$ cat config.mk
export PLATFORM = sky130hd
export DESIGN_NAME = pc_fetch_unit
export DESIGN_NICKNAME = d
export VERILOG_FILES = /design/src/rtl/pc_fetch_unit_pkg.sv /design/src/rtl/pc_fetch_unit_next_pc_calc.sv /design/src/rtl/pc_fetch_unit.sv
export SDC_FILE = /design/constraint.sdc
export NUM_CORES = 1
export LEC_CHECK = 0
export ABC_AREA = 1
export ABC_CLOCK_PERIOD_IN_PS = 4000
export BUFFER_PORTS_ARGS = -buffer_cell sky130_fd_sc_hd__buf_2
export CAP_MARGIN = 40
export CORE_MARGIN = 5
export CORE_UTILIZATION = 26
export DETAILED_ROUTE_END_ITERATION = 6
export PLACE_DENSITY = 0.58
export SLEW_MARGIN = 20
export SYNTH_ARGS = -nofsm -noshare
export SYNTH_HDL_FRONTEND = slang
export SYNTH_SLANG_ARGS = --single-unit
export TNS_END_PERCENT = 100
$ cat constraint.sdc
create_clock -name clk -period 4 [get_ports clk]
set_clock_uncertainty 0.1 [all_clocks]
set_input_delay 0.8 -clock clk [delete_from_list [all_inputs] [get_ports clk]]
set_output_delay 0.8 -clock clk [all_outputs]
set_load 0.02 [all_outputs]
$ cat src/rtl/pc_fetch_unit_pkg.sv
// Shared definitions for the fetch stage: PC-source and error encodings,
// fetch FSM states and the word-size constant.
package pc_fetch_unit_pkg;

  localparam int unsigned WORD_BYTES = 4;

  localparam logic [1:0] PCSRC_BRANCH = 2'b00;
  localparam logic [1:0] PCSRC_SEQ    = 2'b01;
  localparam logic [1:0] PCSRC_JR     = 2'b10;
  localparam logic [1:0] PCSRC_JUMP   = 2'b11;

  typedef enum logic [1:0] {
    ERR_NONE     = 2'b00,
    ERR_TIMEOUT  = 2'b01,
    ERR_JR_ALIGN = 2'b10
  } fetch_err_e;

  typedef enum logic [1:0] {
    ST_IDLE  = 2'b00,
    ST_FETCH = 2'b01,
    ST_ISSUE = 2'b10,
    ST_HALT  = 2'b11
  } fetch_state_e;

  function automatic logic is_word_aligned(input logic [31:0] addr);
    return (addr[1:0] == 2'b00);
  endfunction

endpackage

$ cat src/rtl/pc_fetch_unit_next_pc_calc.sv
// Combinational next-PC selection for the fetch stage, plus the Jal link
// value and the Jr alignment check.
module pc_fetch_unit_next_pc_calc
  import pc_fetch_unit_pkg::*;
(
  input  logic [31:0] pc,
  input  logic [1:0]  pc_src,
  input  logic [31:0] branch_offset,
  input  logic [31:0] jr_target,
  input  logic [25:0] jump_index,
  output logic [31:0] next_pc,
  output logic [31:0] pc_plus4,
  output logic        jr_misaligned
);

  assign pc_plus4 = pc + 32'(WORD_BYTES);

  // Branch offset is in words; all adds wrap modulo 2**32.
  always_comb begin
    next_pc = pc_plus4;
    case (pc_src)
      PCSRC_BRANCH: next_pc = pc_plus4 + (branch_offset << 2);
      PCSRC_SEQ:    next_pc = pc_plus4;
      PCSRC_JR:     next_pc = jr_target;
      default:      next_pc = {pc_plus4[31:28], jump_index, 2'b00};
    endcase
  end

  assign jr_misaligned = (pc_src == PCSRC_JR) && !is_word_aligned(jr_target);

endmodule

$ cat src/rtl/pc_fetch_unit.sv
// Instruction-fetch stage: owns the PC, fetches over a req/ack handshake,
// holds the instruction until retire, and halts on timeout or bad Jr target.
module pc_fetch_unit
  import pc_fetch_unit_pkg::*;
#(
  parameter logic [31:0] RESET_PC     = 32'h0000_0000,
  parameter int          IMEM_TIMEOUT = 255,
  parameter int          TO_W         = 8
) (
  input  logic        clk,
  input  logic        rst_n,
  output logic        imem_req,
  output logic [31:0] imem_addr,
  input  logic        imem_ack,
  input  logic [31:0] imem_rdata,
  output logic [31:0] instr,
  output logic        instr_valid,
  input  logic        retire,
  input  logic [1:0]  pc_src,
  input  logic [31:0] branch_offset,
  input  logic [31:0] jr_target,
  input  logic [25:0] jump_index,
  output logic [31:0] pc,
  output logic [31:0] pc_plus4,
  output logic        halt,
  output logic [1:0]  err
);

  localparam logic [TO_W-1:0] TO_LIMIT = TO_W'(IMEM_TIMEOUT);

  fetch_state_e    state_reg;
  fetch_err_e      err_reg;
  logic [31:0]     pc_reg;
  logic [31:0]     instr_reg;
  logic            instr_valid_reg;
  logic            imem_req_reg;
  logic            halt_reg;
  logic [TO_W-1:0] to_cnt_reg;

  logic [31:0]     next_pc;
  logic            jr_misaligned;
  logic            to_last;

  pc_fetch_unit_next_pc_calc u_next_pc (
    .pc            (pc_reg),
    .pc_src        (pc_src),
    .branch_offset (branch_offset),
    .jr_target     (jr_target),
    .jump_index    (jump_index),
    .next_pc       (next_pc),
    .pc_plus4      (pc_plus4),
    .jr_misaligned (jr_misaligned)
  );

  // Request has been waiting IMEM_TIMEOUT-1 cycles; one more without ack expires it.
  assign to_last = ((to_cnt_reg + 1'b1) == TO_LIMIT);

  always_ff @(posedge clk or negedge rst_n) begin
    if (!rst_n) begin
      state_reg       <= ST_IDLE;
      err_reg         <= ERR_NONE;
      pc_reg          <= RESET_PC;
      instr_reg       <= 32'h0;
      instr_valid_reg <= 1'b0;
      imem_req_reg    <= 1'b0;
      halt_reg        <= 1'b0;
      to_cnt_reg      <= '0;
    end else begin
      case (state_reg)
        ST_IDLE: begin
          imem_req_reg <= 1'b1;
          to_cnt_reg   <= '0;
          state_reg    <= ST_FETCH;
        end
        ST_FETCH: begin
          // Ack takes priority over an expiring timeout in the same cycle.
          if (imem_ack) begin
            instr_reg       <= imem_rdata;
            instr_valid_reg <= 1'b1;
            imem_req_reg    <= 1'b0;
            to_cnt_reg      <= '0;
            state_reg       <= ST_ISSUE;
          end else if (to_last) begin
            to_cnt_reg   <= to_cnt_reg + 1'b1;
            err_reg      <= ERR_TIMEOUT;
            halt_reg     <= 1'b1;
            imem_req_reg <= 1'b0;
            state_reg    <= ST_HALT;
          end else begin
            to_cnt_reg <= to_cnt_reg + 1'b1;
          end
        end
        ST_ISSUE: begin
          if (retire) begin
            instr_valid_reg <= 1'b0;
            if (jr_misaligned) begin
              err_reg   <= ERR_JR_ALIGN;
              halt_reg  <= 1'b1;
              state_reg <= ST_HALT;
            end else begin
              pc_reg       <= next_pc;
              imem_req_reg <= 1'b1;
              to_cnt_reg   <= '0;
              state_reg    <= ST_FETCH;
            end
          end
        end
        ST_HALT: begin
          imem_req_reg    <= 1'b0;
          instr_valid_reg <= 1'b0;
        end
        default: begin
          state_reg <= ST_HALT;
        end
      endcase
    end
  end

  assign imem_req    = imem_req_reg;
  assign imem_addr   = pc_reg;
  assign instr       = instr_reg;
  assign instr_valid = instr_valid_reg;
  assign pc          = pc_reg;
  assign halt        = halt_reg;
  assign err         = err_reg;

endmodule
==> metrics.yaml <==
status: "finished clean"
coreArea_um2: 28500
die_w_um: 179
detail-route-antenna-nets: 0
dpl_worst_slack_ns: 0.422
synthAdderAreaFrac_pct: 7.32
criticalPathCategory: "register to register"
wl_per_cell_um: 16.6
insertion_delay_ns: 0.34
post_cts_buffers: 0
cts_buffer_depth: 2
syn_area_um2: 7460
grt_overflow: 0
ys_seq_elements: 79
antenna_found_initial: 5
vias_per_cell: 4.54
cp.required_ns: 4.18
worst_hold_slack_ns: 0.272
fin_crit_sh_pct: 91.0
worst_ep_arrival_time_ns: 3.82
ys_warn_count: 0
timing.final.crit_period_ns: 3.64
first_pass_iters: 5
rsz0062_at_grt: "no"
h-tree-depth: 3
rows: 62
vias: 8094
grt_max_degree: 41
cts_hold_buf: 0
relSlewSlack_pct: 62.5
first_global_vias: 8126
synth_mux_area_share_pct: 4.83
synthCells: 1166
dp_hpwl_um: 24800
end_kind: "register"
leakagePower_nw: 5.27
fmax_mhz: 275
synth_cell_types: 41
synth-compound-area-share_pct: 8.52
grt_usage_pct: 18.0
hold_violations: 0
worst_pin_slew_ns: 0.561
drt_iter0_markers: 515
cts_root_buf: "clkbuf_16"
portBuffers: 258
synth_xor_area_share_pct: 2.47
cts_buffers: 9
grt_pass1_wl_um: 43800
p_per_area_nw_per_um2: 746
synth_top_family_by_area: "simple AND/OR/NAND/NOR gates"
clk_pin_slew_ns: 0.06
worstSetupStartpointType: "register"
setup_tns_ns: 0
setup_ws_ns: 0.361
avgSynthCellArea_um2: 6.40
drv_cap: 0
die_area_um2: 32200
drc: 0
synth_nets: 1337
pin_count: 261
ctsResizeCount: 0
crit_start: "imem_addr[3]"
peakVddDrop_uv: 467
r2r_start: "imem_addr[3]"
slew_viol_final: 0
synth_simple_gate_area_share_pct: 37.3
hold_path_class: "input pin to asynchronous set/reset pin"
routabilityCongestion: 0.885
area_growth_pct: 25.2
fin_nets: 1564
seq_area_frac_synth_pct: 26.5
path_max_fanout: 7
drt-total-wl_um: 29500
drive_above_1_share_pct: 24.7
die_y_um: 179
cts_tree: "yes"
setup_viol: 0
cts.sinks: 79
initial_core_util_pct: 26.1
-- final cells by class --
cell class,count,area [um2]
Timing Repair Buffer,273,1430
Multi-Input combinational cell,873,4510
Sequential cell,79,1980
Clock inverter,5,106
Inverter,157,592
Clock buffer,11,233
Antenna cell,1,2.50
Tap cell,384,480
Fill cell,3247,19200
-- layer usage --
layer / up-vias / share of wire [%] / global-route usage, %
met1: 3662 / 41 / 21.5
met3: 50 / 7.7 / 4.20
met4: 8 / 2.4 / 5.81
met2: 259 / 49 / 31.9
li1: 4115 / - / -
met5: - / 0.21 / 0
-- final timing paths --
check	to	slack (ns)	depth (start not counted)
setup / recovery	imem_addr[19]	0.36	20
hold / removal	instr[7]	0.27	1
setup reg to reg	imem_addr[19]	0.36	20
hold reg to reg	halt	0.37	2
max in group asynchronous	imem_addr[10]	2.98	2
min in group clk	halt	0.37	2
-- cell usage after synthesis, drive strengths merged --
library cell	number	area share [%]
o21bai	3	0.30
nor2	126	7.2
nand3	87	5.9
and2	3	0.25
inv	157	7.9
xnor2	4	0.47
fa	1	0.27
nand3b	2	0.20
o211ai	3	0.30
dfrtp	79	27
o21a	1	0.10
or2	2	0.17
buf	44	4.4
a31oi	1	0.084
a21o	4	0.40
clkbuf	13	0.65
o32ai	1	0.12
nor3	11	0.87
o21ai	57	3.9
ha	42	7.0
nand4	20	1.7
mux2	32	4.8
nand2	412	21
a21boi	7	0.70
a21oi	32	2.1
o2111ai	2	0.23
o22ai	3	0.25
xor2	17	2.0
-- power by group --
part           switching, mW  internal [mW]
sequential             0.441           1.14
combinational           2.97           1.46
clock                  0.336          0.612
total                   3.75           3.22
-- cell usage in the layout, fill, tap and decap left out, types with 2 or more instances in the layout --
cell type	count
nand2_1	406
buf_2	257
inv_1	152
nor2_1	116
nand3_1	86
dfrtp_1	79
o21ai_0	50
ha_1	42
a21oi_1	32
mux2_2	32
nand4_1	20
xor2_1	17
buf_4	14
nor3_1	9
clkbuf_16	9
a21boi_0	7
o21ai_1	6
nor2_4	5
inv_2	4
nand2_2	4
a21o_1	4
nor2_2	4
xnor2_1	4
and2_1	3
o21bai_1	3
o211ai_1	3
o22ai_1	3
bufinv_16	3
nand2_4	2
nor3_2	2
or2_2	2
nand3b_1	2
o2111ai_1	2
clkbuf_1	2
buf_12	2
-- stage by stage --
step                util, %  cells  power, mW  cell area, um2
floorplan                 -   1166       4.59            7460
global placement       31.4   1765       5.98            8970
detailed placement     31.5   1766       6.03            8990
CTS                    32.7   1782       7.02            9330
global route           32.7   1782       7.57            9330
finish                 32.7   1783       6.96            9330
-- worst max-delay path, cell delays in order, from the launching register on --
cell and delay [ns]:
dfrtp_1 0.49, ha_1 0.25, nand2_1 0.09, inv_2 0.09
nand3_2 0.10, nor2_4 0.11, nand2_2 0.09, nor2_4 0.13
xor2_1 0.30, inv_1 0.11, ha_1 0.41, nand2_1 0.15
nor2_1 0.28, nand2_1 0.09, nand3_1 0.10, inv_1 0.06
nand3_1 0.08, nand2_1 0.04, o21ai_0 0.35, nand2_1 0.10
nand2_1 0.07
-- cells by family (layout without fill, tap and decap cells) --
logic type | Yosys count | count (layout)
AO/OA/AOI/OAI | 114 | 114
XOR/XNOR | 21 | 21
adder cells (fa/ha/maj) | 43 | 43
buffers and inverters | 214 | 446
flip-flops | 79 | 79
multiplexers | 32 | 32
other | 0 | 1
AND/OR/NAND/NOR | 663 | 663
(Power assumes the default switching activity.)
